### config.mk
export PLATFORM = sky130hd
export DESIGN_NAME = bcpu_mem_arbiter
export DESIGN_NICKNAME = d
export VERILOG_FILES = /design/src/rtl/bcpu_mem_arbiter.sv
export SDC_FILE = /design/constraint.sdc
export NUM_CORES = 1
export LEC_CHECK = 0
export ABC_CLOCK_PERIOD_IN_PS = 4050
export CAP_MARGIN = 10
export CORE_AREA = 2 2 90 92
export DETAILED_ROUTE_END_ITERATION = 16
export DIE_AREA = 0 0 92 94
export PLACE_DENSITY = 0.76
export SETUP_SLACK_MARGIN = 0.15
export SLEW_MARGIN = 20
export SYNTH_ARGS = -nofsm -noshare
export SYNTH_HDL_FRONTEND = slang
export SYNTH_SLANG_ARGS = --single-unit
### constraint.sdc
create_clock -name CLK -period 4.05 [get_ports CLK]
set_input_delay 0.6075 -clock CLK [delete_from_list [all_inputs] [get_ports CLK]]
set_output_delay 0.6075 -clock CLK [all_outputs]
set_load 0.005 [all_outputs]
### src/rtl/bcpu_mem_arbiter.sv
// Round-robin arbiter giving four requesters shared access to one synchronous RAM port.
// Grants are registered one cycle after the request; read data returns one cycle after its grant.
module bcpu_mem_arbiter #(
  parameter int ADDR_WIDTH = 10,
  parameter int DATA_WIDTH = 16
) (
  input  logic                    CLK,
  input  logic                    RESET_N,
  input  logic                    HOLD,
  input  logic [3:0]              REQ,
  input  logic [3:0]              WE,
  input  logic [4*ADDR_WIDTH-1:0] ADDR,
  input  logic [4*DATA_WIDTH-1:0] WDATA,
  output logic [3:0]              GNT,
  output logic [3:0]              RVALID,
  output logic [DATA_WIDTH-1:0]   RDATA,
  output logic                    MEM_EN,
  output logic                    MEM_WE,
  output logic [ADDR_WIDTH-1:0]   MEM_ADDR,
  output logic [DATA_WIDTH-1:0]   MEM_WDATA,
  input  logic [DATA_WIDTH-1:0]   MEM_RDATA
);

  logic [1:0] ptr;
  logic [1:0] gnt_id;
  logic [1:0] rd_id;
  logic       rd_pend;
  logic [3:0] eligible;
  logic       any_eligible;
  logic [1:0] winner;
  logic [1:0] cand;

  // Masking with the current grant keeps a requester from being granted twice in a row.
  always_comb begin
    eligible     = HOLD ? 4'b0000 : (REQ & ~GNT);
    any_eligible = |eligible;
    winner       = ptr;
    cand         = ptr;
    for (int k = 3; k >= 0; k--) begin
      cand = ptr + 2'(k);
      if (eligible[cand]) winner = cand;
    end
  end

  always_ff @(posedge CLK or negedge RESET_N) begin
    if (!RESET_N) begin
      GNT       <= 4'b0000;
      MEM_EN    <= 1'b0;
      MEM_WE    <= 1'b0;
      MEM_ADDR  <= '0;
      MEM_WDATA <= '0;
      ptr       <= 2'd0;
      gnt_id    <= 2'd0;
    end else if (any_eligible) begin
      GNT       <= 4'b0001 << winner;
      MEM_EN    <= 1'b1;
      MEM_WE    <= WE[winner];
      MEM_ADDR  <= ADDR[winner*ADDR_WIDTH +: ADDR_WIDTH];
      MEM_WDATA <= WDATA[winner*DATA_WIDTH +: DATA_WIDTH];
      ptr       <= winner + 2'd1;
      gnt_id    <= winner;
    end else begin
      GNT    <= 4'b0000;
      MEM_EN <= 1'b0;
    end
  end

  // The read stage captures the grant cycle so RVALID lines up with the RAM's one-cycle latency.
  always_ff @(posedge CLK or negedge RESET_N) begin
    if (!RESET_N) begin
      rd_pend <= 1'b0;
      rd_id   <= 2'd0;
    end else begin
      rd_pend <= MEM_EN & ~MEM_WE;
      rd_id   <= gnt_id;
    end
  end

  assign RVALID = rd_pend ? (4'b0001 << rd_id) : 4'b0000;
  assign RDATA  = MEM_RDATA;

endmodule

# ---- After elaboration in Yosys (flattened, before gate mapping)
# Index checks and enable logic that the tools add are counted.
# Widths: inputs -> output; s select.
dict set report totals {
  mem_count 0
  elab_cells 46
  ram_bits 0
  romBits 0
  input_bits 131
  register_bits 39
  latch_bits 0
}
dict set report classes {
  n_reduce_logical 1
  n_mux 18
  magnitude_cmp 5
  n_eq_ne 0
  shifts 4
  n_mul 1
  bitwise 4
  n_div 0
  addsub 4
}
# op n
set op_table {}
lappend op_table {{$shiftx 64x7->16} 1}
lappend op_table {{$shiftx 40x7->10} 1}
lappend op_table {{$lt 2x3->1 const B} 5}
lappend op_table {{$mux 4} 3}
lappend op_table {{$bmux 1 s2} 5}
lappend op_table {{$mux 2} 4}
lappend op_table {{$shl 1x2->4 const A} 2}
lappend op_table {{$mux 1} 6}
lappend op_table {{$mul 2x3->5 const B} 1}
lappend op_table {{$add 2x1->2 const B} 2}
lappend op_table {{$add 2x2->2 const B} 2}
lappend op_table {{$and 4x4->4} 1}
lappend op_table {{$not 4->4} 1}
lappend op_table {{$reduce_or 4->1} 1}
lappend op_table {{$and 1x1->1} 1}
lappend op_table {{$not 1->1} 1}

# ---- Depth between registers and ports, before layout
# Gate-level depths: netlist (run 1).
dict set report depth {
  word_depth 11
  ltp_mapped 9
  depth_no_buf 6
}

# ---- Worst setup path after synthesis (run 1)
# No wires, ideal clock.
dict set report synth_timing {
  path_kind {input-to-reg}
  start {in HOLD}
  end {reg MEM_ADDR[0]}
  arrival_time_ps 2003
  slack_ps 1954
  cell_stages 8
  setup_ps 94
  cell_sequence {or3b_4 nor2_1 nor2_1 o2bb2ai_1 and2_1 buf_6 buf_2 a221oi_2}
}
dict set report synth_via {
  elab_chain_cells 9
  elab_cells_between_ends 16
  classes_between {mul (1); shift (1); mux (13); reduce/logical (1)}
}
# element line_no
set synth_lines {}
lappend synth_lines {{start, declared} 9} ;# input logic HOLD,
lappend synth_lines {{$mux 4 *} 35} ;# eligible = HOLD ? 4'b0000 : (REQ & ~GNT);
lappend synth_lines {{$bmux 1 s2} 41} ;# if (eligible[cand]) winner = cand;
lappend synth_lines {{$mux 1 (not written as such)} 41}
lappend synth_lines {{$mux 2 (4 in series)} 41}
lappend synth_lines {{$mul 2x3->5} 58} ;# MEM_ADDR <= ADDR[winner*ADDR_WIDTH +: ADDR_WIDTH];
lappend synth_lines {{$shiftx 40x7->10} 58}
lappend synth_lines {{end signal, assigned} 58}
lappend synth_lines {{end, declared} 19} ;# output logic [ADDR_WIDTH-1:0] MEM_ADDR,
# Mark *: on every way between the ends. The rest lies on a longest branch, timed or not. The select of a mux whose other input is x is not followed.
# A chain may end at the register's enable or synchronous reset.

# ---- Worst setup path in the final report (run 1)
dict set report layout_timing {
  start {in HOLD}
  end {reg MEM_WDATA[11]}
}
dict set report layout_via {
  elab_chain_cells 8
  elab_cells_between_ends 15
  classes_between {shift (1); mux (13); reduce/logical (1)}
}
# element line_no
set layout_lines {}
lappend layout_lines {{$mux 4 *} 35}
lappend layout_lines {{$bmux 1 s2} 41}
lappend layout_lines {{$mux 1 (not written as such)} 41}
lappend layout_lines {{$mux 2 (4 in series)} 41}
lappend layout_lines {{$shiftx 64x7->16} 59} ;# MEM_WDATA <= WDATA[winner*DATA_WIDTH +: DATA_WIDTH];
lappend layout_lines {{end signal, assigned} 59}
lappend layout_lines {{end, declared} 20} ;# output logic [DATA_WIDTH-1:0] MEM_WDATA,
# Marks and branches as above.

==> flow_metrics.py, run 1 <==
metrics = {
    "power_and_ir_drop": {
        "p_leak_nw": 1.72,
        "power.density_mw_per_mm2": 551,
        "vdd_ir_drop_max_mv": 0.221,
    },
    "placement": {
        "dp_hpwl_um": 5670,
        "place_congestion": 0.877,
        "io_buffers": 150,
        "post-place-ws_ns": 0.947,
    },
    "sta": {
        "fmax_mhz": 357,
        "slew_violations": 0,
        "layout_setup_ws_ns": 1.25,
        "layout_min_cycle_time_ns": 2.80,
        "tightestPinTransition_ns": 0.854,
        "period_share_pct": 69.2,
        "worst_hold_slack_ns": 0.378,
        "finalSetupTns_ns": 0,
        "slew_headroom_pct": 43.1,
        "rsz0062_at_grt": "no",
        "setup-violations-final": 0,
        "skew_ns": 0.00620,
        "finalHoldViolCount": 0,
    },
    "cts": {
        "cts_tree": "yes",
        "cts.sinks": 39,
        "hold_buffers": 0,
        "clk_pin_slew_ns": 0.07,
        "cts_root_buf": "clkbuf_8",
        "postCtsSetupBuffers": 0,
        "clk_latency_ns": 0.28,
        "cts_resized": 0,
        "numCtsBuffers": 5,
        "cts_htree_levels": 2,
        "cts.path.max_buffers": 2,
    },
    "floorplanning": {
        "die-area_mm2": 0.00865,
        "die_h_um": 94,
        "rows": 32,
        "die_x_um": 92,
        "start_util_pct": 34.7,
        "io_pins": 183,
        "core_area_mm2": 0.00761,
    },
    "critical_path": {
        "cp.required_ns": 4.19,
        "critical_path_class": "input port to register",
        "crit_path_end_kind": "register",
        "arrival_ns": 2.94,
        "critPathLaunchType": "input port",
        "worstPathMaxFanout": 18,
    },
    "global_routing": {
        "grt_pass1_wl_um": 11000,
        "grt.overflow.total": 0,
        "grt_pass1_vias": 2276,
        "grt_antenna_before_repair": 0,
        "grt_max_degree": 62,
        "track_usage_pct": 16.2,
    },
    "final_layout": {
        "num-nets-final": 489,
        "drive_above_1_share_pct": 12.8,
        "antenna_cells": 0,
        "final_util_pct": 54.4,
        "area_growth_pct": 56.9,
    },
    "logic_synthesis": {
        "synthAdderAreaFrac_pct": 0,
        "yosys.area_share.simple_pct": 10.7,
        "synth_top_family_by_area": "multiplexers",
        "syn_avg_cell_area_um2": 11.5,
        "syn-num-nets": 361,
        "ys_seq_area_share_pct": 37.0,
        "synth_area_mm2": 0.00264,
        "synth.distinct_cells": 35,
        "synth_xor_area_share_pct": 0.332,
        "synth.area.mux_share_pct": 20.9,
        "synth-compound-area-share_pct": 20.1,
        "yosysWarnings": 0,
        "syn-instance-count": 230,
        "synth_seq_cells": 39,
    },
    "drt": {
        "finalWirelength_um": 7210,
        "dr_wl_met2_um": 3670,
        "wl_met3_um": 598,
        "dr_total_vias": 2230,
        "ant_nets": 0,
        "via_per_inst": 4.84,
        "top_layer": "met4",
        "drt_iter0_drc": 54,
        "dr.pass1.iters": 6,
        "drcViolationCount": 0,
        "post_drt_wl_per_cell_um": 15.6,
        "wl_met1_um": 2820,
    },
    "status": {
        "run_status": "complete, no violations",
    },
    "worst_hold_path": {
        "hold_path.class": "register to register",
    },
    "job": {
        "cap_viol_max_count": 0,
    },
}
[cell usage after synthesis, drive strengths merged]
| cell | number | area (um^2) |
|---|---|---|
| mux2i | 54 | 541 |
| dfrtp | 39 | 976 |
| nor2 | 32 | 120 |
| buf | 30 | 273 |
| a221oi | 27 | 405 |
| nor2b | 5 | 31.3 |
| a21oi | 4 | 23.8 |
| nand2 | 4 | 15.0 |
| nand2b | 4 | 25.0 |
| and2 | 3 | 18.8 |
| clkbuf | 3 | 11.3 |
| nor3b | 3 | 22.5 |
| and3 | 2 | 12.5 |
| inv | 2 | 7.51 |
| o21ai | 2 | 10.0 |
| a211o | 1 | 8.76 |
| a211oi | 1 | 7.51 |
| a21o | 1 | 7.51 |
| a2bb2oi | 1 | 8.76 |
| a311oi | 1 | 15.0 |
| a31o | 1 | 8.76 |
| a31oi | 1 | 6.26 |
| and3b | 1 | 8.76 |
| mux2 | 1 | 11.3 |
| nor4bb | 1 | 10.0 |
| o21ba | 1 | 10.0 |
| o2bb2ai | 1 | 8.76 |
| o32ai | 1 | 8.76 |
| or3 | 1 | 6.26 |
| or3b | 1 | 11.3 |
| xnor2 | 1 | 8.76 |
[report_power, final]
group / switching (mW) / internal [mW] / total, mW
clock: 0.123 / 0.155 / 0.278
combinational: 0.587 / 0.747 / 1.33
sequential: 0.116 / 0.554 / 0.670
[worst paths after layout]
kind | start | endpoint | slack [ns] | depth (start not counted)
max in group asynchronous | RESET_N | rd_pend | 3.08 | 1
min in group asynchronous | RESET_N | MEM_ADDR[6] | 0.43 | 1
min reg2reg | gnt_id[0] | rd_id[0] | 0.38 | 0
max | HOLD | MEM_WDATA[11] | 1.25 | 8
min | gnt_id[0] | rd_id[0] | 0.38 | 0
max reg2reg | ptr[0] | MEM_WDATA[11] | 1.69 | 7
[per-stage QoR]
step	total power, mW	std cells	instance area (um^2)
4_1_cts	2.31	461	4140
6_report	2.28	461	4140
3_5_place_dp	2.02	453	4040
2_1_floorplan	1.58	230	2640
5_1_grt	2.43	461	4140
3_3_place_gp	2.00	453	4040
[kinds of logic after synthesis]
logic type / Yosys count
muxes: 55
DFF: 39
AOI/OAI and AO/OA: 43
and+or+nand+nor: 57
buffers and inverters: 35
xor gates and xnor gates: 1
[cell type report]
class,instances,area [um^2]
clock buffer,8,100
fill,667,3470
inverter,2,7.51
multi-input combinational,156,1390
sequential,39,976
tap,102,128
timing repair buffer,154,1540
[layer usage]
metal  vias up  track usage (%)
met1      1013             18.3
li1       1094                -
met4         0             6.09
met5         -                0
met3        15             4.74
met2       108             28.7
[placed cells by master (no fill, tap or decap), drive strengths merged]
cell type,Yosys,routed
clkdlybuf4s50,0,149
mux2i,54,54
dfrtp,39,39
nor2,32,32
a221oi,27,27
clkbuf,3,8
nor2b,5,5
buf,30,5
nand2b,4,4
nand2,4,4
a21oi,4,4
nor3b,3,3
and2,3,3
inv,2,2
o21ai,2,2
and3,2,2
a31o,1,1
a211oi,1,1
a211o,1,1
nor4bb,1,1
or3b,1,1
o32ai,1,1
a2bb2oi,1,1
or3,1,1
o21ba,1,1
a311oi,1,1
a31oi,1,1
o2bb2ai,1,1
and3b,1,1
mux2,1,1
xnor2,1,1
a21o,1,1
[critical path, cell delays in order]
cell and delay, ns:
clkdlybuf4s50_1 0.62, nor2_1 0.07, a2bb2oi_1 0.33, a31oi_1 0.14
o2bb2ai_1 0.26, and2_2 0.39, buf_4 0.38, a221oi_2 0.10
[state kept, by name, summed over array words and instances, names as in the netlist]
| register | count |
|---|---|
| rd_pend | 1 |
| MEM_WDATA | 16 |
| MEM_EN | 1 |
| MEM_WE | 1 |
| rd_id | 2 |
| ptr | 2 |
| GNT | 4 |
| MEM_ADDR | 10 |
| gnt_id | 2 |
Power figures use the tool's default switching activity.
==> inputs of run 2 (changes only) <==
--- a/config.mk
+++ b/config.mk
@@ -5,12 +5,12 @@
 export SDC_FILE = /design/constraint.sdc
 export NUM_CORES = 1
 export LEC_CHECK = 0
-export ABC_CLOCK_PERIOD_IN_PS = 4050
+export ABC_CLOCK_PERIOD_IN_PS = 2400
 export CAP_MARGIN = 10
-export CORE_AREA = 2 2 90 92
+export CORE_AREA = 2 2 94 96
 export DETAILED_ROUTE_END_ITERATION = 16
-export DIE_AREA = 0 0 92 94
-export PLACE_DENSITY = 0.76
+export DIE_AREA = 0 0 96 98
+export PLACE_DENSITY = 0.73
 export SETUP_SLACK_MARGIN = 0.15
 export SLEW_MARGIN = 20
 export SYNTH_ARGS = -nofsm -noshare
==> constraint.sdc (replaced) <==
create_clock -name CLK -period 2.4 [get_ports CLK]
set_input_delay 0.36 -clock CLK [delete_from_list [all_inputs] [get_ports CLK]]
set_output_delay 0.36 -clock CLK [all_outputs]
set_load 0.005 [all_outputs]
==> flow_metrics.py, run 2 (synthesis results as in run 1) <==
metrics = {
    "placement": {
        "post-place-ws_ns": -0.126,
        "placed_cell_area_mm2": 0.00417,
        "io_buffers": 150,
        "dp_hpwl_um": 5590,
        "dp_cells": 467,
        "place_congestion": 0.845,
    },
    "final_layout": {
        "fill_cells": 755,
        "reg.largest.list": "MEM_WDATA (16), MEM_ADDR (10), GNT (4)",
        "final_common_cell": "clkdlybuf4s50_1",
        "fin_area_mm2": 0.00439,
        "drive_above_1_share_pct": 18.5,
        "stdcell_count": 481,
        "antenna_cells": 0,
        "area_growth_pct": 66.3,
        "final_cell_mix": "clkdlybuf4s50_1 (149), mux2i_1 (51), dfrtp_1 (39)",
        "top_register": "MEM_WDATA",
        "largest_reg_flops": 16,
        "final_util_pct": 51.8,
        "num-nets-final": 503,
    },
    "critical_path": {
        "startpoint": "REQ[2]",
        "crit_path_end_kind": "register",
        "path_cells": "clkdlybuf4s50_1 -> or3b_4 -> o32ai_2 -> a21oi_2 -> a21oi_4 -> buf_4 -> clkbuf_16 -> mux2i_1 -> a221oi_2",
        "crit_buf_inv": 3,
        "critPathMaxStageDelay_ns": 0.47,
        "crit_path_end": "MEM_WDATA[7]",
        "arrival_ns": 2.37,
        "cp_top_family": "buffers and inverters",
        "slowest_stage": "clkdlybuf4s50_1",
        "r2r_start": "GNT[2]",
        "cp.required_ns": 2.57,
        "r2r_end": "MEM_WDATA[7]",
        "rrSetupSlack_ns": 0.33,
        "worstRegToRegCells": 8,
        "critPathLaunchType": "input port",
        "worstPathMaxFanout": 16,
        "crit_cells": 9,
        "critical_path_class": "input port to register",
    },
    "cts": {
        "cts.path.max_buffers": 2,
        "clk_latency_ns": 0.29,
        "cts.sinks": 39,
        "numCtsBuffers": 5,
        "cts_tree": "yes",
        "clk_pin_slew_ns": 0.08,
        "cts_htree_levels": 2,
        "cts_root_buf": "clkbuf_8",
    },
    "power_and_ir_drop": {
        "cellInternalPower_mw": 2.67,
        "seqPwrFrac_pct": 27.2,
        "power.density_mw_per_mm2": 954,
        "p_leak_nw": 1.82,
        "vdd_ir_drop_max_mv": 0.389,
        "clock_power_share_pct": 10.2,
        "comb_power_share_pct": 62.6,
        "p_sw_mw": 1.52,
        "power.total_mw": 4.19,
        "switching_share_pct": 36.3,
    },
    "drt": {
        "via_per_inst": 4.92,
        "dr_total_vias": 2366,
        "drcViolationCount": 0,
        "ant_nets": 0,
        "post_drt_wl_per_cell_um": 16.0,
        "dr.pass1.iters": 4,
        "drt_iter0_drc": 58,
        "finalWirelength_um": 7720,
    },
    "sta": {
        "layout_min_cycle_time_ns": 2.20,
        "finalSetupTns_ns": 0,
        "skew_ns": 0.00786,
        "worst_hold_slack_ns": 0.192,
        "rsz0062_at_grt": "yes",
        "setup-violations-final": 0,
        "tightestPinTransition_ns": 0.900,
        "layout_setup_ws_ns": 0.202,
        "period_share_pct": 91.6,
        "slew_violations": 0,
        "fmax_mhz": 455,
        "finalHoldViolCount": 0,
        "slew_headroom_pct": 40.0,
    },
    "global_routing": {
        "grt.overflow.total": 0,
        "track_usage_pct": 15.0,
        "grt_antenna_before_repair": 0,
        "grt_pass1_wl_um": 11200,
        "grt_pass1_vias": 2307,
        "grt_max_degree": 40,
    },
    "worst_hold_path": {
        "hold_path.class": "input port to asynchronous set/reset pin",
    },
    "job": {
        "cap_viol_max_count": 0,
    },
    "floorplanning": {
        "start_util_pct": 31.2,
        "die_h_um": 98,
        "core_area_mm2": 0.00847,
        "die-area_mm2": 0.00941,
        "die_x_um": 96,
        "rows": 34,
        "io_pins": 183,
    },
    "status": {
        "run_status": "complete, no violations",
    },
}
## run 2: cell count changes in the layout (fill, tap and decap cells not counted), sizes merged
cell / change
buf: +12
clkinv: +3
clkbuf: -1
## run 2: area by class of cell
type | count | area, um^2 | area share (%)
Timing Repair Buffer | 168 | 1740 | 39.7
Multi-Input combinational cell | 156 | 1440 | 32.9
Sequential cell | 39 | 976 | 22.2
Tap cell | 108 | 135 | 3.08
Clock buffer | 5 | 68.8 | 1.57
Clock inverter | 3 | 15.0 | 0.342
Inverter | 2 | 7.51 | 0.171
## run 2: repair_timing
item / in CTS / in global routing
endpoints found under the hold margin: 0 / 0
setup buffers: 0 / 4
setup endpoints to repair: 0 / 28
hold buffers: 0 / 0
resized for setup: 0 / 11
## run 2: worst min path at each step
stage	startpoint	endpoint	slack, ns	cells past startpoint
floorplan	RESET_N	GNT[0]	0.06	0
global placement	gnt_id[0]	rd_id[0]	0.36	0
detailed placement	gnt_id[0]	rd_id[0]	0.37	0
CTS	RESET_N	MEM_WDATA[13]	0.22	1
global route	RESET_N	MEM_WDATA[13]	0.25	1
finish	RESET_N	MEM_WDATA[15]	0.19	1
## run 2: per-layer routing
| metal | part of all wire [%] | global-route usage (%) | up-vias |
|---|---|---|---|
| li1 | - | - | 1128 |
| met1 | 39 | 17.4 | 1128 |
| met2 | 52 | 26.5 | 102 |
| met3 | 7.7 | 4.48 | 8 |
| met4 | 0.88 | 3.85 | 0 |
| met5 | 0 | 0 | - |
## run 2: power groups by stage
stage	combinational [mW]	clock (mW)	sequential, mW
after floorplan	1.56	0	1.11
after global placement	2.36	0	1.14
after detailed placement	2.41	0	1.14
after CTS	2.41	0.448	1.14
after global routing	2.81	0.466	1.18
final	2.62	0.425	1.14
==> RTL edit, RTL diff (config.mk and constraints of run 1) <==
`DATA_WIDTH`: 16 -> 14.
--- a/src/rtl/bcpu_mem_arbiter.sv
+++ b/src/rtl/bcpu_mem_arbiter.sv
@@ -2,7 +2,7 @@
 // Grants are registered one cycle after the request; read data returns one cycle after its grant.
 module bcpu_mem_arbiter #(
   parameter int ADDR_WIDTH = 10,
-  parameter int DATA_WIDTH = 16
+  parameter int DATA_WIDTH = 14
 ) (
   input  logic                    CLK,
   input  logic                    RESET_N,
Interface: changed (resized MEM_RDATA, MEM_WDATA, RDATA and WDATA); port bits go from 183 to 169. No check against the original RTL was run, so the function may have changed too.
==> RTL edit against run 1 <==
Synthesized area shrank 14%; final cell count shrank 4.1%; clock skew shrank 0.0030 ns; sequential cell count shrank 2; die area is the same; total power shrank 12%; wire length shrank 8.0%; count of clock-buffer cells in the layout is the same; clock power shrank 12%; hold slack gained 0.0035 ns; first-iteration DRC count grew 46%; final area shrank 9.5%; worst setup slack lost 0.095 ns; largest cell class unchanged.
==> RTL edit: results (changes against run 1) <==
Pwr
  • Comb power frac: 0.562 (-0.023)
  • Switching share of power: 0.3540 (-0.007851)
  • Clock group total power: 244 uW (-12%)
  • Max VDD drop: 199.1 uV (-10%)
  • Leakage power: 1.550 nW (-9.8%)

Drt
  • WL met2: 3402 um (-7.3%)
  • Drt pass-1 iters: 4 (-2)
  • Drt wl/cell: 15.00 um (-4.0%)
  • Initial DRC count: 79 (+46%)
  • DR WL met3: 597 um (-0.17%)
  • Post-DR vias/cell: 4.860 (+0.46%)
  • Final WL: 6630 um (-8.0%)
  • Met1 Wirelength: 2566 um (-9.0%)

Setup path
  • Worst EP arrival: 3.03 ns (+0.09 ns)
  • Crit Path Max Fanout: 14 (-4)
  • Worst reg-to-reg setup slack: 1.46 ns (-0.23 ns)
  • Reg-to-reg endpoint: MEM_ADDR[9]$_DFFE_PN0P_

Synthesis
  • Mux cell area share after synthesis: 0.2250 (+0.01587)
  • Netlist cell types: 33 (-5.7%)
  • Seq/Total Area, Yosys: 0.4070 (+0.03720)
  • Top cells by count, synth: mux2i_1, dfrtp_1, nor2_1
  • Area contributors post-synth: dfrtp_1, mux2i_1, a221oi_1
  • Synth Area in Compound Gates: 0.1524 (-0.04820)
  • XOR/XNOR Fraction of Synth Area: 0.003850 (+0.0005313)
  • Post-synthesis net count: 338 (-6.4%)
  • Syn_area_per_cell: 10.48 um2 (-8.6%)

Placed design
  • Setup WS pre-CTS: 0.8188 ns (-0.1285 ns)
  • Placed Cells incl. Taps: 434 (-4.2%)
  • Buffers on Ports: 140 (-6.7%)
  • Gpl congestion: 0.7621 (-13%)

Global routing
  • Vias in the first global route: 2236 (-1.8%)
  • M2 GR Usage: 0.2714 (-0.01593)
  • Gr usage total: 0.1466 (-0.01506)
  • GR Layer Usage met3: 0.05457 (+0.007223)

Final layout
  • Nets@finish: 460 (-5.9%)
  • # fillers: 702 (+5.2%)
  • Diodes inserted: 0 (unchanged)

STA
  • Slew headroom: 0.4396 (+0.008774)

Worst hold path
  • Hold Crit Class: reg -> reg

Run status
  • Status: complete, no violations
## RTL edit: cell count changes after synthesis, sizes merged, moves of 2 or more
cell,change
mux2i,-4
a221oi,-2
dfrtp,-2
buf,-5
## RTL edit: stage by stage
step | cell area, um2 | hold slack, ns | total power [mW] | util
2_1_floorplan | 2275 | 0.3119 | 1.299 | -
5_1_grt | 3746 | 0.3908 | 2.146 | 0.4924
3_5_place_dp | 3666 | 0.3652 | 1.787 | 0.4819
3_3_place_gp | 3666 | 0.3602 | 1.762 | 0.4819
4_1_cts | 3746 | 0.3811 | 2.043 | 0.4924
6_report | 3746 | 0.3816 | 2.009 | 0.4924
## RTL edit: worst max-delay path by stage
stage | start | to | slack, ns | cells past startpoint
final | REQ[0] | MEM_ADDR[9]$_DFFE_PN0P_ | 1.15 | 8
after CTS | REQ[0] | MEM_ADDR[0]$_DFFE_PN0P_ | 1.11 | 8
after detailed placement | REQ[0] | MEM_ADDR[9]$_DFFE_PN0P_ | 0.82 | 8
after global placement | REQ[0] | MEM_WDATA[7]$_DFFE_PN0P_ | 0.93 | 8
after floorplan | REQ[0] | MEM_ADDR[9]$_DFFE_PN0P_ | 1.79 | 8
after global routing | HOLD | MEM_ADDR[0]$_DFFE_PN0P_ | 0.96 | 8
## RTL edit: layout make-up
type | count | area [um2] | area share
sequential | 37 | 925.9 | 0.2472
tap | 102 | 127.6 | 0.03407
clock buffer | 8 | 80.08 | 0.02138
multi-input combinational | 149 | 1166 | 0.3113
inverter | 2 | 7.507 | 0.002004
timing repair buffer | 144 | 1439 | 0.3841
## RTL edit: critical path, stage by stage
cell and delay [ns]:
clkdlybuf4s50_1 0.47, or3b_2 0.43, a21oi_1 0.28, a31oi_1 0.08, o2bb2ai_1 0.26, and2_1 0.48, buf_4 0.30, a221oi_1 0.11
